===== config.mk =====
export PLATFORM = sky130hd
export DESIGN_NAME = write_buffer_flat
export DESIGN_NICKNAME = d
export VERILOG_FILES = /design/src/rtl/write_buffer_pkg.sv /design/src/rtl/write_buffer_if.sv /design/src/rtl/write_buffer.sv /design/src/flat_wrapper.sv
export SDC_FILE = /design/constraint.sdc
export NUM_CORES = 2
export LEC_CHECK = 0
export BUFFER_PORTS_ARGS = -buffer_cell sky130_fd_sc_hd__clkbuf_2
export CORE_MARGIN = 2
export CORE_UTILIZATION = 50
export DETAILED_ROUTE_END_ITERATION = 12
export HOLD_SLACK_MARGIN = 0.15
export PLACE_DENSITY = 0.68
export SYNTH_ARGS = -nofsm -noshare
export SYNTH_HDL_FRONTEND = slang
export SYNTH_SLANG_ARGS = --single-unit
export TNS_END_PERCENT = 50

===== constraint.sdc =====
create_clock -name clk -period 5.74 [get_ports clk]
set_input_delay 1.148 -clock clk [delete_from_list [all_inputs] [get_ports clk]]
set_output_delay 1.148 -clock clk [all_outputs]
set_load 0.05 [all_outputs]

===== src/rtl/write_buffer_pkg.sv =====
// Shared definitions for the cache-line write buffer: geometry, state encodings
// and the stored entry layout.
package write_buffer_pkg;

    localparam int DEPTH    = 8;
    localparam int ADDR_W   = 32;
    localparam int DATA_W   = 128;
    localparam int OFFSET_W = 4;
    localparam int LINE_W   = ADDR_W - OFFSET_W;
    localparam int PTR_W    = $clog2(DEPTH);
    localparam int CNT_W    = PTR_W + 1;

    localparam logic [1:0] WB_EMPTY   = 2'b00;
    localparam logic [1:0] WB_WORKING = 2'b01;
    localparam logic [1:0] WB_FULL    = 2'b11;

    typedef struct packed {
        logic              valid;
        logic [LINE_W-1:0] line;
        logic [DATA_W-1:0] data;
    } entry_t;

    // Occupancy to externally visible state; 2'b10 is never produced.
    function automatic logic [1:0] state_of(input logic [CNT_W-1:0] cnt);
        if (cnt == '0)
            return WB_EMPTY;
        else if (cnt == CNT_W'(DEPTH))
            return WB_FULL;
        else
            return WB_WORKING;
    endfunction

endpackage


===== src/rtl/write_buffer_if.sv =====
// Cache-side request/response and AXI write-side signals of the write buffer.
interface write_buffer_if;
    import write_buffer_pkg::*;

    logic              wreq_i;
    logic [ADDR_W-1:0] waddr_i;
    logic [DATA_W-1:0] wdata_i;
    logic              whit_o;
    logic              rreq_i;
    logic [ADDR_W-1:0] raddr_i;
    logic              rhit_o;
    logic [DATA_W-1:0] rdata_o;
    logic [1:0]        state_o;
    logic              AXI_valid_i;
    logic              AXI_wen_o;
    logic [DATA_W-1:0] AXI_wdata_o;
    logic [ADDR_W-1:0] AXI_waddr_o;

    // Driver side (data cache plus AXI responder).
    modport master (
        output wreq_i, waddr_i, wdata_i, rreq_i, raddr_i, AXI_valid_i,
        input  whit_o, rhit_o, rdata_o, state_o, AXI_wen_o, AXI_wdata_o, AXI_waddr_o
    );

    // The write buffer itself.
    modport slave (
        input  wreq_i, waddr_i, wdata_i, rreq_i, raddr_i, AXI_valid_i,
        output whit_o, rhit_o, rdata_o, state_o, AXI_wen_o, AXI_wdata_o, AXI_waddr_o
    );

endinterface


===== src/rtl/write_buffer.sv =====
// Circular write buffer of dirty cache lines. Oldest entry is presented to AXI
// and popped on write response; writes to an already queued line merge in place
// and reads that hit a queued line return its data.
module write_buffer
    import write_buffer_pkg::*;
(
    input  logic          clk,
    input  logic          rst,
    write_buffer_if.slave bus
);

    entry_t            entries [DEPTH];
    logic [PTR_W-1:0]  head;
    logic [PTR_W-1:0]  tail;
    logic [CNT_W-1:0]  count;
    logic [CNT_W-1:0]  count_next;

    logic [LINE_W-1:0] wline;
    logic [LINE_W-1:0] rline;
    logic [DEPTH-1:0]  wmatch;
    logic [DEPTH-1:0]  rmatch;
    logic [PTR_W-1:0]  widx;
    logic [DATA_W-1:0] rdata_sel;
    logic              w_hit;
    logic              head_hit;
    logic              not_empty;
    logic              full;
    logic              pop;
    logic              push;
    logic              unused_offsets;

    assign wline          = bus.waddr_i[ADDR_W-1:OFFSET_W];
    assign rline          = bus.raddr_i[ADDR_W-1:OFFSET_W];
    assign unused_offsets = ^{bus.waddr_i[OFFSET_W-1:0], bus.raddr_i[OFFSET_W-1:0]};

    // Tag compare of both request addresses against every valid entry.
    for (genvar i = 0; i < DEPTH; i++) begin : g_cam
        assign wmatch[i] = entries[i].valid && (entries[i].line == wline);
        assign rmatch[i] = entries[i].valid && (entries[i].line == rline);
    end

    // Encode the (at most one) matching slot for writes and select read data.
    always_comb begin
        widx      = '0;
        rdata_sel = '0;
        for (int i = 0; i < DEPTH; i++) begin
            if (wmatch[i]) widx = PTR_W'(i);
            if (rmatch[i]) rdata_sel = entries[i].data;
        end
    end

    // A merge into the head holds it so the fresh data is re-issued to AXI.
    assign not_empty  = (count != '0);
    assign full       = (count == CNT_W'(DEPTH));
    assign w_hit      = bus.wreq_i && (|wmatch);
    assign head_hit   = w_hit && (widx == head);
    assign pop        = bus.AXI_valid_i && not_empty && !head_hit;
    assign push       = bus.wreq_i && !(|wmatch) && (!full || pop);
    assign count_next = count + CNT_W'(push) - CNT_W'(pop);

    // Head entry drives the AXI write request; zeros when nothing is queued.
    assign bus.AXI_wen_o   = not_empty;
    assign bus.AXI_waddr_o = not_empty ? {entries[head].line, {OFFSET_W{1'b0}}} : '0;
    assign bus.AXI_wdata_o = not_empty ? entries[head].data : '0;

    // Queue storage, pointers, occupancy and registered request responses.
    always_ff @(posedge clk or negedge rst) begin
        if (!rst) begin
            for (int i = 0; i < DEPTH; i++) entries[i] <= '0;
            head        <= '0;
            tail        <= '0;
            count       <= '0;
            bus.state_o <= WB_EMPTY;
            bus.whit_o  <= 1'b0;
            bus.rhit_o  <= 1'b0;
            bus.rdata_o <= '0;
        end else begin
            if (pop) begin
                entries[head].valid <= 1'b0;
                head                <= head + PTR_W'(1);
            end
            // A push into a full buffer lands in the slot being popped, so it
            // must be ordered after the invalidate above.
            if (push) begin
                entries[tail] <= '{valid: 1'b1, line: wline, data: bus.wdata_i};
                tail          <= tail + PTR_W'(1);
            end
            if (w_hit) entries[widx].data <= bus.wdata_i;
            count       <= count_next;
            bus.state_o <= state_of(count_next);
            if (bus.wreq_i) bus.whit_o <= |wmatch;
            if (bus.rreq_i) begin
                bus.rhit_o  <= |rmatch;
                bus.rdata_o <= rdata_sel;
            end
        end
    end

endmodule


===== src/flat_wrapper.sv =====
// flat-port wrapper written by rule: the top's interface ports become plain ports
module write_buffer_flat import write_buffer_pkg::*;
  (clk, rst, bus_wreq_i, bus_waddr_i, bus_wdata_i, bus_rreq_i, bus_raddr_i, bus_AXI_valid_i, bus_whit_o, bus_rhit_o, bus_rdata_o, bus_state_o, bus_AXI_wen_o, bus_AXI_wdata_o, bus_AXI_waddr_o);
  write_buffer_if bus_i ();
  input  logic clk;
  input  logic rst;
  input wire logic [$bits(bus_i.wreq_i)-1:0] bus_wreq_i;
  input wire logic [$bits(bus_i.waddr_i)-1:0] bus_waddr_i;
  input wire logic [$bits(bus_i.wdata_i)-1:0] bus_wdata_i;
  input wire logic [$bits(bus_i.rreq_i)-1:0] bus_rreq_i;
  input wire logic [$bits(bus_i.raddr_i)-1:0] bus_raddr_i;
  input wire logic [$bits(bus_i.AXI_valid_i)-1:0] bus_AXI_valid_i;
  output wire logic [$bits(bus_i.whit_o)-1:0] bus_whit_o;
  output wire logic [$bits(bus_i.rhit_o)-1:0] bus_rhit_o;
  output wire logic [$bits(bus_i.rdata_o)-1:0] bus_rdata_o;
  output wire logic [$bits(bus_i.state_o)-1:0] bus_state_o;
  output wire logic [$bits(bus_i.AXI_wen_o)-1:0] bus_AXI_wen_o;
  output wire logic [$bits(bus_i.AXI_wdata_o)-1:0] bus_AXI_wdata_o;
  output wire logic [$bits(bus_i.AXI_waddr_o)-1:0] bus_AXI_waddr_o;
  assign bus_i.wreq_i = bus_wreq_i;
  assign bus_i.waddr_i = bus_waddr_i;
  assign bus_i.wdata_i = bus_wdata_i;
  assign bus_i.rreq_i = bus_rreq_i;
  assign bus_i.raddr_i = bus_raddr_i;
  assign bus_i.AXI_valid_i = bus_AXI_valid_i;
  assign bus_whit_o = bus_i.whit_o;
  assign bus_rhit_o = bus_i.rhit_o;
  assign bus_rdata_o = bus_i.rdata_o;
  assign bus_state_o = bus_i.state_o;
  assign bus_AXI_wen_o = bus_i.AXI_wen_o;
  assign bus_AXI_wdata_o = bus_i.AXI_wdata_o;
  assign bus_AXI_waddr_o = bus_i.AXI_waddr_o;
  write_buffer u_core (.clk(clk), .rst(rst), .bus(bus_i));
endmodule

==> results by group <==
Layout
  – Final Cell Area: between 0.08 and 0.09 mm²
  – Final Util: 56.85%
  – # nets final: approximately 6700
  – FF/Latch Area: around 0.035 mm²
  – Filler Cell Count: around 13000
  – Finished Layout Cells: between 8000 and 9000
  – Layout area overhead: 12.83%
  – Share of layout cells above drive strength 1: roughly 34%
  – Area of the multi-input gates: slightly below 0.04 mm²

CTS
  – Maximum root-to-sink buffer count: 3
  – TritonCTS buffer count: ~160
  – H-tree Lvls: 4
  – Clock-pin slew on the worst setup and hold paths: about 0.060 ns
  – Post-CTS setup buffers: 0
  – Cts-stage hold buffer count: 0
  – TritonCTS clock tree: built
  – CTS root buffer: clkbuf_16
  – # resized after CTS: 0
  – Clk_lat worst skew: between 0.8 and 0.9 ns
  – Sink Count: 1398

Place
  – Gp weighted congestion: between 0.9 and 1
  – DP Wirelength: about 160000 µm
  – Cell total after placement: about 8400
  – Post-placement cell area: 0.08120 mm²
  – IO Port Bufs: roughly 480

Synth
  – Post-Syn Area per Cell: roughly 12 µm²
  – Number of synthesized flops with an enable pin: 0
  – Synth unique cells: just over 60
  – Top cells by instance count after synthesis: dfrtp_1 (1398), mux2_2 (722), nor2_1 (376), xnor2_1 (315), mux4_2 (312)
  – Top cell type by total area after synthesis: dfrtp_1
  – Post-Synth XOR/XNOR Area: 5.143%
  – Async SR Flop Fraction: 100.0%
  – Adder-Cell Fraction of Synth Area: less than 1%
  – Synth Area in Compound Gates: 6.459%
  – Synth top area share: a little under half
  – Main combinational cell family by area after synthesis: multiplexers
  – Area contributors post-synth: dfrtp_1 (46%), mux2_2 (11%), mux4_2 (9.2%), mux2_4 (4.4%), mux2_1 (4.4%)
  – Yosys warning count: 0
  – Mux contribution to synthesized area: 30.67%
  – Area of the mapped netlist: 0.07663 mm²
  – Cell count after synthesis: a little over 6000
  – Flops & latches, synth: roughly 1400
  – Most frequent cell after synthesis: dfrtp_1
  – Simple-gate share of the synthesized area: 7.873%
  – Register area share after synthesis: 45.65%
  – Most used DFF post-synth: dfrtp_1

Worst setup path
  – WP data required: approximately 4.6 ns
  – CP endpoint kind: output pin
  – Critical path class: flip-flop to output pin
  – Startpoint types: flip-flop
  – Crit path DAT: roughly 3.8 ns
  – Crit Path Max Fanout: 50

Floorplanning
  – Die height: roughly 400 µm
  – Top-level port count: slightly below 500
  – Initial Util: ~50%
  – Core area: about 0.15 mm²
  – Num rows: around 140
  – Die area: roughly 0.16 mm²
  – Die X: 395.5 µm

Global routing
  – Overflow after GRT: 0
  – First-pass GRT wire length: between 300000 and 400000 µm
  – Largest net degree at the start of global routing: 163
  – Vias in the first global route: between 50000 and 60000
  – Initial antenna violation count: 35
  – GRT Overall Usage: about a third

Route
  – Initial DRC Count: around 6000
  – Via/cell ratio: approximately 6.6
  – Via count: between 50000 and 60000
  – DRC: 0
  – Antenna viol nets, final: 0
  – Average wire per standard cell: 31.25 µm
  – WL final: around 270000 µm
  – Drt first pass iters: 5

Power and ir drop
  – Sequential power share: about a third
  – Peak VDD IR: 736.6 µV
  – Clk pwr share: between 10% and 20%
  – Net switching power: about 23000 µW
  – Pwr Density: roughly 640 mW/mm²
  – P_leak: ~0.036 µW
  – Pint: between 30000 and 40000 µW
  – Logic pwr share: about 46%
  – Sw Share: between 40% and 50%
  – Overall power: around 55000 µW

STA
  – Peak Freq: 203.7 MHz
  – Setup_tns: 0 ns
  – Final Hold Viols: 0
  – Final Max Tran Viols: 0
  – Min Tclk post-route: 4.909 ns
  – Slew HR: 21.65%
  – RSZ-0062 raised after global routing: false
  – Actual slew at the worst max-slew pin: around 1.2 ns
  – Worst clock skew: ~0.056 ns
  – Period utilisation layout: 85.53%
  – Final setup fails: 0

Job
  – Max cap viols: 0

Status
  – Status: completed

Min path
  – HP Class: input port to asynchronous set/reset pin
==> cells in the final DEF (no fill, tap or decap), types with 71 or more instances in the layout <==
master / synthesis / routed
inv_1: 74 / 74
mux2i_1: 156 / 156
dfrtp_1: 1398 / 1395
mux2_4: 227 / 227
a21oi_1: 139 / 139
nor3_1: 139 / 139
buf_4: 19 / 134
mux2_1: 300 / 300
a31oi_1: 73 / 73
nor2_1: 376 / 374
o21ai_0: 204 / 204
clkbuf_16: 0 / 160
nand2_1: 244 / 243
mux4_2: 312 / 312
nand3_1: 202 / 201
xnor2_1: 315 / 315
o31ai_1: 71 / 71
nand4_1: 119 / 119
xor2_1: 135 / 135
mux2_2: 722 / 722
clkbuf_2: 0 / 475
==> cells by family (layout without fill, tap and decap cells) <==
group                    Yosys count  in the layout
other                              1             15
AO/OA/AOI/OAI                    747            747
flip-flops                      1398           1398
AND/OR/NAND/NOR                 1266           1266
multiplexers                    1717           1717
adder cells (fa/ha/maj)            9              9
buffers and inverters            637           1029
XOR/XNOR                         450            450
==> power groups by stage <==
stage | clock network (µW) | registers (µW) | logic, µW
2_1_floorplan | 0 | 17400 | 19400
3_3_place_gp | 0 | 18900 | 24900
3_5_place_dp | 0 | 19200 | 25300
4_1_cts | 10400 | 19100 | 25300
5_1_grt | 10800 | 19800 | 26700
6_report | 10200 | 19300 | 25400
==> critical path, stage by stage, from the launching register on <==
cell	delay, ns
dfrtp_4	1.09
buf_4	0.54
mux4_2	0.36
mux2i_1	0.52
nor2_1	0.10
clkbuf_2	0.27
==> area by class of cell <==
type,instances,share of cell area (%)
multi-input combinational,4193,44.75
sequential,1398,40.47
timing repair buffer,676,5.441
clock buffer,231,5.367
tap,2030,2.938
clock inverter,48,0.6801
inverter,74,0.3212
antenna,11,0.03184
==> final timing paths <==
kind                       slack, ns  cells past startpoint                     to                start
max                             0.83                      5    bus_AXI_wdata_o[74]       u_core.head[2]
min                             0.27                      1    u_core.entries[826]                  rst
max reg2reg                     1.07                     16  u_core.bus.state_o[1]            flip-flop
min reg2reg                     0.51                      1    u_core.entries[509]  u_core.entries[509]
max in group asynchronous       4.03                      2    u_core.entries[862]                  rst
min in group clk                0.51                      1    u_core.entries[509]  u_core.entries[509]
==> layer usage <==
metal	routed length [µm]	global-route usage, %
met5	303	0
met4	12930	16.01
met3	26480	8.020
met2	123600	52.29
met1	107300	46.09
==> through the flow <==
stage	hold slack [ns]	setup slack, ns
after floorplan	0.4749	1.126
after global placement	0.4864	0.2465
after detailed placement	0.4958	0.2262
after CTS	0.2814	0.7826
after global routing	0.2888	0.7256
final	0.2692	0.8307
(Power assumes the default switching activity.)
